File: src/rtl/fetch_pc_ctrl_pkg.sv
// Shared types and constants for the fetch next-PC controller.
package fetch_pkg;

  typedef enum logic [1:0] {
    IDLE       = 2'd0,
    RUN        = 2'd1,
    WAIT_JBASE = 2'd2,
    RECOVER    = 2'd3
  } ctrl_state_t;

  typedef enum logic [2:0] {
    SEL_SEQ   = 3'd0,
    SEL_BRNCH = 3'd1,
    SEL_JIMM  = 3'd2,
    SEL_JREG  = 3'd3,
    SEL_RECOV = 3'd4,
    SEL_HOLD  = 3'd5,
    SEL_EXTER = 3'd6
  } pc_sel_t;

  localparam int unsigned FETCH_STRIDE = 4;

endpackage

File: src/rtl/fetch_pc_ctrl_if.sv
// Fetch-stage control bus: redirect sources in, fetch address and status out.
interface fetch_pc_ctrl_if #(
  parameter int unsigned PC_WIDTH = 16
);
  logic                stall_fetch;
  logic                has_mispredict;
  logic [PC_WIDTH-1:0] pc_recovery;
  logic                exter_pc_en;
  logic [PC_WIDTH-1:0] exter_pc;
  logic [1:0]          brnch_issue;
  logic                brnch_tkn;
  logic [PC_WIDTH-1:0] brnch_target;
  logic                decr_count_brnch;
  logic                jump_imm;
  logic [PC_WIDTH-1:0] jump_imm_target;
  logic                jump_reg;
  logic                jump_base_rdy_from_rf;
  logic [PC_WIDTH-1:0] jump_base_from_rf;
  logic [PC_WIDTH-1:0] fetch_pc;
  logic                fetch_valid;
  logic                flush_fetch;
  logic [2:0]          pc_select;
  logic                brch_full;
  logic [1:0]          ctrl_state;

  modport master (
    output stall_fetch, has_mispredict, pc_recovery, exter_pc_en, exter_pc,
           brnch_issue, brnch_tkn, brnch_target, decr_count_brnch,
           jump_imm, jump_imm_target, jump_reg, jump_base_rdy_from_rf,
           jump_base_from_rf,
    input  fetch_pc, fetch_valid, flush_fetch, pc_select, brch_full, ctrl_state
  );

  modport slave (
    input  stall_fetch, has_mispredict, pc_recovery, exter_pc_en, exter_pc,
           brnch_issue, brnch_tkn, brnch_target, decr_count_brnch,
           jump_imm, jump_imm_target, jump_reg, jump_base_rdy_from_rf,
           jump_base_from_rf,
    output fetch_pc, fetch_valid, flush_fetch, pc_select, brch_full, ctrl_state
  );
endinterface

File: src/rtl/fetch_pc_ctrl_brnch_inflight_cnt.sv
// Counts predicted branches in flight; flags full when fewer than two slots remain.
module brnch_inflight_cnt #(
  parameter int unsigned MAX_BRNCH = 4,
  localparam int unsigned CNT_W    = $clog2(MAX_BRNCH + 1)
) (
  input  logic       clk,
  input  logic       rst,
  input  logic       clear,
  input  logic       accepted,
  input  logic [1:0] brnch_issue,
  input  logic       decr,
  output logic       brch_full
);

  logic [CNT_W-1:0] count;
  logic [CNT_W-1:0] count_d;
  logic [CNT_W:0]   sum;

  // A decrement at zero is dropped; increment and decrement net in one cycle.
  always_comb begin
    sum     = '0;
    count_d = count;
    if (clear) begin
      count_d = '0;
    end else begin
      sum = {1'b0, count}
          + (accepted ? (CNT_W+1)'(brnch_issue) : '0)
          - ((decr && (count != '0)) ? (CNT_W+1)'(1) : '0);
      count_d = sum[CNT_W-1:0];
    end
  end

  always_ff @(posedge clk or posedge rst) begin
    if (rst) count <= '0;
    else     count <= count_d;
  end

  assign brch_full = (count > CNT_W'(MAX_BRNCH - 2));

  a_no_decr_at_zero: assert property (
    @(posedge clk) disable iff (rst) !(decr && !clear && (count == '0))
  );

endmodule

File: src/rtl/fetch_pc_ctrl.sv
// Next-PC selection, register-jump wait and mispredict bubble for the fetch stage.
module fetch_pc_ctrl
  import fetch_pkg::*;
#(
  parameter int unsigned         PC_WIDTH  = 16,
  parameter int unsigned         MAX_BRNCH = 4,
  parameter logic [PC_WIDTH-1:0] RESET_PC  = '0
) (
  input  logic           clk,
  input  logic           rst,
  fetch_pc_ctrl_if.slave bus
);

  ctrl_state_t         state_q, state_d;
  pc_sel_t             sel;
  logic [PC_WIDTH-1:0] pc_q, pc_d;
  logic                brch_full;
  logic                accepted;

  assign accepted = (state_q == RUN) && !bus.stall_fetch && !brch_full;

  always_comb begin
    state_d = state_q;
    pc_d    = pc_q;
    sel     = SEL_HOLD;
    if (bus.exter_pc_en) begin
      pc_d    = bus.exter_pc;
      state_d = RUN;
      sel     = SEL_EXTER;
    end else if (bus.has_mispredict) begin
      pc_d    = bus.pc_recovery;
      state_d = RECOVER;
      sel     = SEL_RECOV;
    end else begin
      case (state_q)
        IDLE:    state_d = RUN;
        RECOVER: state_d = RUN;
        WAIT_JBASE: begin
          if (bus.jump_base_rdy_from_rf) begin
            pc_d    = bus.jump_base_from_rf;
            state_d = RUN;
            sel     = SEL_JREG;
          end
        end
        RUN: begin
          if (accepted) begin
            // Register jump parks on the current PC until the base arrives.
            if (bus.jump_reg) begin
              state_d = WAIT_JBASE;
            end else if (bus.jump_imm) begin
              pc_d = bus.jump_imm_target;
              sel  = SEL_JIMM;
            end else if (bus.brnch_tkn) begin
              pc_d = bus.brnch_target;
              sel  = SEL_BRNCH;
            end else begin
              pc_d = pc_q + PC_WIDTH'(FETCH_STRIDE);
              sel  = SEL_SEQ;
            end
          end
        end
        default: state_d = IDLE;
      endcase
    end
  end

  always_ff @(posedge clk or posedge rst) begin
    if (rst) begin
      state_q <= IDLE;
      pc_q    <= RESET_PC;
    end else begin
      state_q <= state_d;
      pc_q    <= pc_d;
    end
  end

  brnch_inflight_cnt #(
    .MAX_BRNCH (MAX_BRNCH)
  ) u_cnt (
    .clk         (clk),
    .rst         (rst),
    .clear       (bus.exter_pc_en || bus.has_mispredict),
    .accepted    (accepted),
    .brnch_issue (bus.brnch_issue),
    .decr        (bus.decr_count_brnch),
    .brch_full   (brch_full)
  );

  assign bus.fetch_pc    = pc_q;
  assign bus.fetch_valid = (state_q == RUN);
  assign bus.flush_fetch = (state_q == RECOVER) || (state_q == WAIT_JBASE);
  assign bus.pc_select   = sel;
  assign bus.brch_full   = brch_full;
  assign bus.ctrl_state  = state_q;

endmodule

File: src/flat_wrapper.sv
// flat-port wrapper written by rule: the top's interface ports become plain ports
module fetch_pc_ctrl_flat import fetch_pkg::*;
#(
  parameter int unsigned         PC_WIDTH  = 16,
  parameter int unsigned         MAX_BRNCH = 4,
  parameter logic [PC_WIDTH-1:0] RESET_PC  = '0
)
  (clk, rst, bus_stall_fetch, bus_has_mispredict, bus_pc_recovery, bus_exter_pc_en, bus_exter_pc, bus_brnch_issue, bus_brnch_tkn, bus_brnch_target, bus_decr_count_brnch, bus_jump_imm, bus_jump_imm_target, bus_jump_reg, bus_jump_base_rdy_from_rf, bus_jump_base_from_rf, bus_fetch_pc, bus_fetch_valid, bus_flush_fetch, bus_pc_select, bus_brch_full, bus_ctrl_state);
  fetch_pc_ctrl_if #(.PC_WIDTH(PC_WIDTH)) bus_i ();
  input  logic clk;
  input  logic rst;
  input wire logic [$bits(bus_i.stall_fetch)-1:0] bus_stall_fetch;
  input wire logic [$bits(bus_i.has_mispredict)-1:0] bus_has_mispredict;
  input wire logic [$bits(bus_i.pc_recovery)-1:0] bus_pc_recovery;
  input wire logic [$bits(bus_i.exter_pc_en)-1:0] bus_exter_pc_en;
  input wire logic [$bits(bus_i.exter_pc)-1:0] bus_exter_pc;
  input wire logic [$bits(bus_i.brnch_issue)-1:0] bus_brnch_issue;
  input wire logic [$bits(bus_i.brnch_tkn)-1:0] bus_brnch_tkn;
  input wire logic [$bits(bus_i.brnch_target)-1:0] bus_brnch_target;
  input wire logic [$bits(bus_i.decr_count_brnch)-1:0] bus_decr_count_brnch;
  input wire logic [$bits(bus_i.jump_imm)-1:0] bus_jump_imm;
  input wire logic [$bits(bus_i.jump_imm_target)-1:0] bus_jump_imm_target;
  input wire logic [$bits(bus_i.jump_reg)-1:0] bus_jump_reg;
  input wire logic [$bits(bus_i.jump_base_rdy_from_rf)-1:0] bus_jump_base_rdy_from_rf;
  input wire logic [$bits(bus_i.jump_base_from_rf)-1:0] bus_jump_base_from_rf;
  output wire logic [$bits(bus_i.fetch_pc)-1:0] bus_fetch_pc;
  output wire logic [$bits(bus_i.fetch_valid)-1:0] bus_fetch_valid;
  output wire logic [$bits(bus_i.flush_fetch)-1:0] bus_flush_fetch;
  output wire logic [$bits(bus_i.pc_select)-1:0] bus_pc_select;
  output wire logic [$bits(bus_i.brch_full)-1:0] bus_brch_full;
  output wire logic [$bits(bus_i.ctrl_state)-1:0] bus_ctrl_state;
  assign bus_i.stall_fetch = bus_stall_fetch;
  assign bus_i.has_mispredict = bus_has_mispredict;
  assign bus_i.pc_recovery = bus_pc_recovery;
  assign bus_i.exter_pc_en = bus_exter_pc_en;
  assign bus_i.exter_pc = bus_exter_pc;
  assign bus_i.brnch_issue = bus_brnch_issue;
  assign bus_i.brnch_tkn = bus_brnch_tkn;
  assign bus_i.brnch_target = bus_brnch_target;
  assign bus_i.decr_count_brnch = bus_decr_count_brnch;
  assign bus_i.jump_imm = bus_jump_imm;
  assign bus_i.jump_imm_target = bus_jump_imm_target;
  assign bus_i.jump_reg = bus_jump_reg;
  assign bus_i.jump_base_rdy_from_rf = bus_jump_base_rdy_from_rf;
  assign bus_i.jump_base_from_rf = bus_jump_base_from_rf;
  assign bus_fetch_pc = bus_i.fetch_pc;
  assign bus_fetch_valid = bus_i.fetch_valid;
  assign bus_flush_fetch = bus_i.flush_fetch;
  assign bus_pc_select = bus_i.pc_select;
  assign bus_brch_full = bus_i.brch_full;
  assign bus_ctrl_state = bus_i.ctrl_state;
  fetch_pc_ctrl #(.PC_WIDTH(PC_WIDTH), .MAX_BRNCH(MAX_BRNCH), .RESET_PC(RESET_PC)) u_core (.clk(clk), .rst(rst), .bus(bus_i));
endmodule
File: config.mk
export PLATFORM = sky130hd
export DESIGN_NAME = fetch_pc_ctrl_flat
export DESIGN_NICKNAME = d
export VERILOG_FILES = /design/src/rtl/fetch_pc_ctrl_pkg.sv /design/src/rtl/fetch_pc_ctrl_if.sv /design/src/rtl/fetch_pc_ctrl_brnch_inflight_cnt.sv /design/src/rtl/fetch_pc_ctrl.sv /design/src/flat_wrapper.sv
export SDC_FILE = /design/constraint.sdc
export NUM_CORES = 1
export LEC_CHECK = 0
export ABC_CLOCK_PERIOD_IN_PS = 3300
export CORE_UTILIZATION = 30
export DETAILED_ROUTE_END_ITERATION = 6
export HOLD_SLACK_MARGIN = 0.12
export PLACE_DENSITY = 0.78
export SYNTH_ARGS = -nofsm -noshare
export SYNTH_HDL_FRONTEND = slang
export SYNTH_SLANG_ARGS = --single-unit
File: constraint.sdc
create_clock -name clk -period 3.3 [get_ports clk]
set_input_delay 0.33 -clock clk [delete_from_list [all_inputs] [get_ports clk]]
set_output_delay 0.33 -clock clk [all_outputs]
set_load 0.02 [all_outputs]
Word-level counts from Yosys, hierarchy flattened. Cells that the tools add are included.

Input bits: 92. Output and inout port bits: 24. Register bits after elaboration: 21. Logic and storage cells: 52.

Eq/ne operators: 7. Add/subtract/negate cells: 3. Multiplexer cells: 25. $lt $le $gt $ge: 1. Reductions and logical operators: 13.

Operators by type and width (number): 16-bit two-way mux (7); 16-bit one-hot mux with 2 select lines (1); 3-bit two-way mux (7); 16-bit by 3-bit adder with 16-bit output, second input constant (1); 2-bit two-way mux (6); 4-bit inequality test, second input constant (3); 2-bit one-hot mux with 3 select lines (1); 3-bit one-hot mux with 2 select lines (1); 2-bit == test, second input constant (2); 4-bit by 3-bit inequality test with 1-bit output, second input constant (1); 4-bit AND reduction (1); 4-bit nonzero test (1); 3-bit by 2-bit adder with 3-bit output (1); 3-bit by 2-bit > comparator with 1-bit output, second input constant (1); 1-bit logical AND (3); 3-bit AND reduction (1); 3-bit nonzero test (1); 3-bit by 1-bit subtractor with 3-bit output (1); 2-bit by 1-bit == test with 1-bit output, second input constant (1); 1-bit zero test (2); 2-bit zero test (1); 1-bit logical OR (2); 1-bit two-way mux (2); 2-bit OR reduction (1).

Longest topological paths before layout.
Word-level depth: 8. Gate-level depth with buffers: 11. Mapped depth without buffers: 9.

Modules after synthesis. From an unflattened synthesis, not the netlist that was laid out.

Cell total of the unflattened synthesis: 264. Area, all modules: 2035.7 µm².

Modules (own cells, without submodules): fetch_pc_ctrl (instances 1, cells each 244, area each 1818.0 µm², sequential area each 450.4 µm²); brnch_inflight_cnt (instances 1, cells each 20, area each 217.7 µm², sequential area each 75.1 µm²).

Worst setup path before layout. No wires, ideal clock.

Path kind: reg-to-reg. Start: register u_core.state_q[1] (netlist: u_core.bus.ctrl_state[1]). End: register u_core.u_cnt.count[2]. Cell stages (with the launch flop): 12. Path buffers: 2. Path slack: 0.514 ns. Arrival: 2.661 ns. Library setup time: 0.125 ns. Data required time: 3.175 ns. Period minus slack after synthesis: 2.786 ns. Path through: dfrtp_1 inv_1 ha_1 clkbuf_1 clkbuf_1 nand3_1 ha_1 inv_1 fa_1 xor2_1 xnor2_1 nor2_1.

Longest elaborated chain between the ends: 7.

Ends and longest elaborated chain: start: declaration (RTL line fetch_pc_ctrl.sv:14) `ctrl_state_t state_q, state_d;`; start signal: assignment (RTL line fetch_pc_ctrl.sv:72) `state_q <= state_d;`; 2-bit by 1-bit == test with 1-bit output; net bus_fetch_valid (RTL line flat_wrapper.sv:27) `output wire logic [$bits(bus_i.fetch_valid)-1:0] bus_fetch_valid;`; 1-bit logical AND (2 in a row) (RTL line fetch_pc_ctrl.sv:20) `assign accepted = (state_q == RUN) && !bus.stall_fetch && !brch_full;`; 2-bit two-way mux (RTL line fetch_pc_ctrl_brnch_inflight_cnt.sv:27) `+ (accepted ? (CNT_W+1)'(brnch_issue) : '0)`; 3-bit by 2-bit adder with 3-bit output (RTL line fetch_pc_ctrl_brnch_inflight_cnt.sv:27); 3-bit by 1-bit subtractor with 3-bit output (RTL line fetch_pc_ctrl_brnch_inflight_cnt.sv:28) `- ((decr && (count != '0)) ? (CNT_W+1)'(1) : '0);`; 3-bit two-way mux (RTL line fetch_pc_ctrl_brnch_inflight_cnt.sv:23) `if (clear) begin`; net u_core.u_cnt.count_d[2] (RTL line fetch_pc_ctrl_brnch_inflight_cnt.sv:16) `logic [CNT_W-1:0] count_d;`; end signal: assignment (RTL line fetch_pc_ctrl_brnch_inflight_cnt.sv:35) `else count <= count_d;`; end: declaration (RTL line fetch_pc_ctrl_brnch_inflight_cnt.sv:15) `logic [CNT_W-1:0] count;`.

The timed path passes the listed nets, and every way through them passes these cells. A chain may end at the register's enable or synchronous reset.

Final worst setup path.
Start: register u_core.state_q[1] (netlist: u_core.bus.ctrl_state[1]). End: output bus_pc_select[1].

Longest elaborated chain between the ends: 7. Elaborated cells between the ends (all ways): 8. Classes of those cells: eq/ne: 2; mux: 4; reduce/logical: 2.

Ends and longest elaborated chain: 2-bit by 1-bit == test with 1-bit output (RTL line fetch_pc_ctrl.sv:20, fetch_pc_ctrl.sv:35); 1-bit logical AND (2 in a row) (RTL line fetch_pc_ctrl.sv:20); 3-bit two-way mux (RTL line fetch_pc_ctrl.sv:46) `if (accepted) begin`; 3-bit one-hot mux with 2 select lines (*) (RTL line fetch_pc_ctrl.sv:35) `case (state_q)`; 3-bit two-way mux (*) (RTL line fetch_pc_ctrl.sv:30) `end else if (bus.has_mispredict) begin`; 3-bit two-way mux (*) (RTL line fetch_pc_ctrl.sv:26) `if (bus.exter_pc_en) begin`; end: declaration (RTL line flat_wrapper.sv:29) `output wire logic [$bits(bus_i.pc_select)-1:0] bus_pc_select;`.

Mark *: on every way between the ends. The rest lies on a longest branch, timed or not.

==> summary.txt <==
status - finished, final reports clean
Hold Vio Cnt, Final - 0
Syn Area/Cell - 7.72 sq um
final period utilization - 84.2%
Flop pwr share - 33.4%
ANT cells - 0
switching power - 387 uW
share of cells above drive strength 1 - 4.88%
Setup crit end kind - output pin
CP dominant cell by count - inv_1
CP startpoint kind - flip-flop
DP Area - 3220 sq um
total track usage - 22.2%
vias in the first global route - 2536
drt wl/cell - 17.5 um
Power Total - 1030 uW
largest net degree at the start of global routing - 33
Die Span Y - 83.7 um
DR iter-0 viols - 177
FF+latch area - 526 sq um
Req. time, crit path - 2.97 ns
pin slew with the least headroom to its limit - 0.896 ns
unrepaired setup endpoints after global routing - no
predominant post-synthesis flop cell - dfrtp_1
Congestion Overflow GR - 0
Pint - 642 uW
GR met2 Demand/Resource - 39.2%
initial core utilization - 31.3%
clock sinks - 21
synth unique cells - 52
Max IR drop VDD - 0.201 mV
met3 Track Usage GR - 4.45%
Slowest-stage cell, CP - clkdlybuf4s50_1
CTS clk-pin slew, worst paths - 0.08 ns
top post-synthesis cells by area - dfrtp_1 26%, a21oi_1 6.0%, nor2_1 6.0%
clock share of power - 17.2%
final wirelength - 7830 um
total die area - 7000 sq um
Core ar. - 6390 sq um
Worst Path Buf+Inv - 3
clock skew - 0.00467 ns
family with the most delay on the worst path - buffers and inverters
Layout area overhead - 63.4%
number of flops mapped to enable cells by yosys - 0
Slew Limit Fails - 0
CTS tree - done
post-route cell area - 3270 sq um
leading area contributor after synthesis - dfrtp_1
filler instances - 619
Residual DRC - 0
Via density - 5.62
worst path cell trace - inv_1 -> ha_1 -> inv_1 -> nor4b_1 -> a21oi_1 -> o31ai_1 -> clkdlybuf4s50_1
hold slack - 0.544 ns
max_slew headroom - 40.2%
post-synthesis cell count - 259
Mapped Area - 2000 sq um
setup bufs post-CTS - 0
Chip Width - 83.7 um
cts repair resizes - 0
Worst Setup Slack, final - 0.523 ns
First-pass DRT Iterations - 4
Power per Cell Area - 315 nW/um^2
Nets - 470
Crit Path Class - flip-flop to output pin
Routed Antenna Nets - 0
Mapped Nets - 359
site row count - 29
top cell type's share of synthesized area - 26.3%
initial antenna violation count - 0
Clock Latency Late Sink - 0.26 ns
GP Congestion - 0.882
Clock Tree Root - clkbuf_8
hold crit path type - flip-flop to flip-flop
Comb pwr share - 49.4%
CTS H-tree lvls - 1
switching part of the total power - 37.6%
PortBufs - 115
max cap viols - 0
crit path DAT - 2.45 ns
Most Crowded Layer GR - met2
Yosys Warn Count - 0
total I/O pin count - 116
Crit Path Max Fanout - 11
sequential-to-total area share from yosys stat - 26.3%
Leakage - 0.00127 uW
Setup TNS - 0 ns
endpoints failing setup - 0
first-pass GRT wire length - 12500 um
slowest stage delay, CP - 0.65 ns
Via Count - 2505
clk buf depth - 2
area of the multi-input gates - 1340 sq um
detailed placement HPWL - 5920 um
#FFs+latches synth - 21
GR met1 Demand/Resource - 27.4%
Fmax achieved - 0.360 GHz
Post-CTS Hold Buffers - 0
asr flop ratio synth - 100%
Inserted Clock Buffers - 3
Final Critical Period - 2.78 ns
pre-CTS setup slack - 0.607 ns
[metal layers]
| layer | routed length (um) | part of all wire, % |
|---|---|---|
| met3 | 553 | 7.1 |
| met4 | 131 | 1.7 |
| met1 | 3300 | 42 |
| met2 | 3840 | 49 |
| met5 | 0 | 0 |
[kinds of logic (layout without fill, tap and decap cells)]
kind of cell | Yosys count | count (layout) | synth area share [%]
AO/OA/AOI/OAI | 97 | 97 | 34.3
flip-flops | 21 | 21 | 26.3
XOR/XNOR | 8 | 8 | 3.50
AND/OR/NAND/NOR | 88 | 88 | 21.1
multiplexers | 5 | 5 | 2.50
adder cells (fa/ha/maj) | 8 | 8 | 5.38
buffers and inverters | 32 | 142 | 6.88
[registers in the layout, indices dropped and copies added, names as in the netlist]
signal                 flops
u_core.bus.fetch_pc       16
u_core.bus.ctrl_state      2
u_core.u_cnt.count         3
[tightest hold or removal path: stages, from the launching register on]
cell	delay [ns]
dfrtp_1	0.39
inv_1	0.06
mux2i_1	0.06
[synth_stat cells, drive strengths merged (4+ instances only)]
| cell type | count |
|---|---|
| mux2i | 5 |
| and2 | 4 |
| inv | 16 |
| ha | 7 |
| a21oi | 24 |
| nand2 | 17 |
| a22oi | 4 |
| a221oi | 7 |
| nor3 | 8 |
| o31ai | 7 |
| nand4 | 4 |
| xor2 | 6 |
| nand3 | 8 |
| a211oi | 9 |
| o21ai | 17 |
| dfrtp | 21 |
| nor2 | 33 |
| o22ai | 8 |
| buf | 6 |
| clkbuf | 10 |
[layout by cell type (no fill, tap or decap), drive strengths merged, types with 2 or more instances in the layout]
master and instances:
o31ai 7, nor2b 2, nand2 17, inv 16
a21oi 24, nand2b 3, nand3 8, nor3 8
a22oi 4, clkbuf 4, dfrtp 21, a2111oi 3
nand4 4, mux2i 5, a221o 3, a2111o 2
nor2 33, and2 4, nor4b 2, a31oi 2
a21o 2, a221oi 7, ha 7, o22ai 8
buf 7, o21ai 17, o211ai 2, xor2 6
or3 2, a211oi 9, clkdlybuf4s50 115, xnor2 2
[stage by stage]
stage	std cells	utilization, %
after floorplan	259	-
after global placement	442	50.5
after detailed placement	442	50.5
after CTS	446	51.2
after global routing	446	51.2
final	446	51.2
[power by group through the flow]
stage | registers (uW) | logic [uW] | clock network [uW]
after global routing | 349 | 553 | 189
final | 343 | 508 | 178
after detailed placement | 347 | 505 | 0
after global placement | 344 | 497 | 0
after CTS | 342 | 508 | 181
after floorplan | 370 | 232 | 0
[layout make-up]
type / count / area share [%]
multi-input cells: 206 / 40.9
repair buffers: 122 / 36.8
flip-flops and latches: 21 / 16.1
well taps: 77 / 2.95
inverters: 16 / 1.84
clock buffers: 4 / 1.38
[worst paths after layout]
kind	slack, ns	startpoint	endpoint	cells after the start
setup / recovery	0.52	u_core.bus.ctrl_state[1]	bus_pc_select[1]	7
hold / removal	0.54	u_core.bus.fetch_pc[1]	u_core.bus.fetch_pc[1]	2
setup reg to reg	0.91	u_core.bus.ctrl_state[1]	u_core.u_cnt.count[2]	10
hold reg to reg	0.54	u_core.bus.fetch_pc[1]	u_core.bus.fetch_pc[1]	2
max in group asynchronous	2.20	rst	u_core.bus.fetch_pc[5]	2
min in group asynchronous	0.56	rst	u_core.u_cnt.count[1]	2
(Power assumes the default switching activity.)
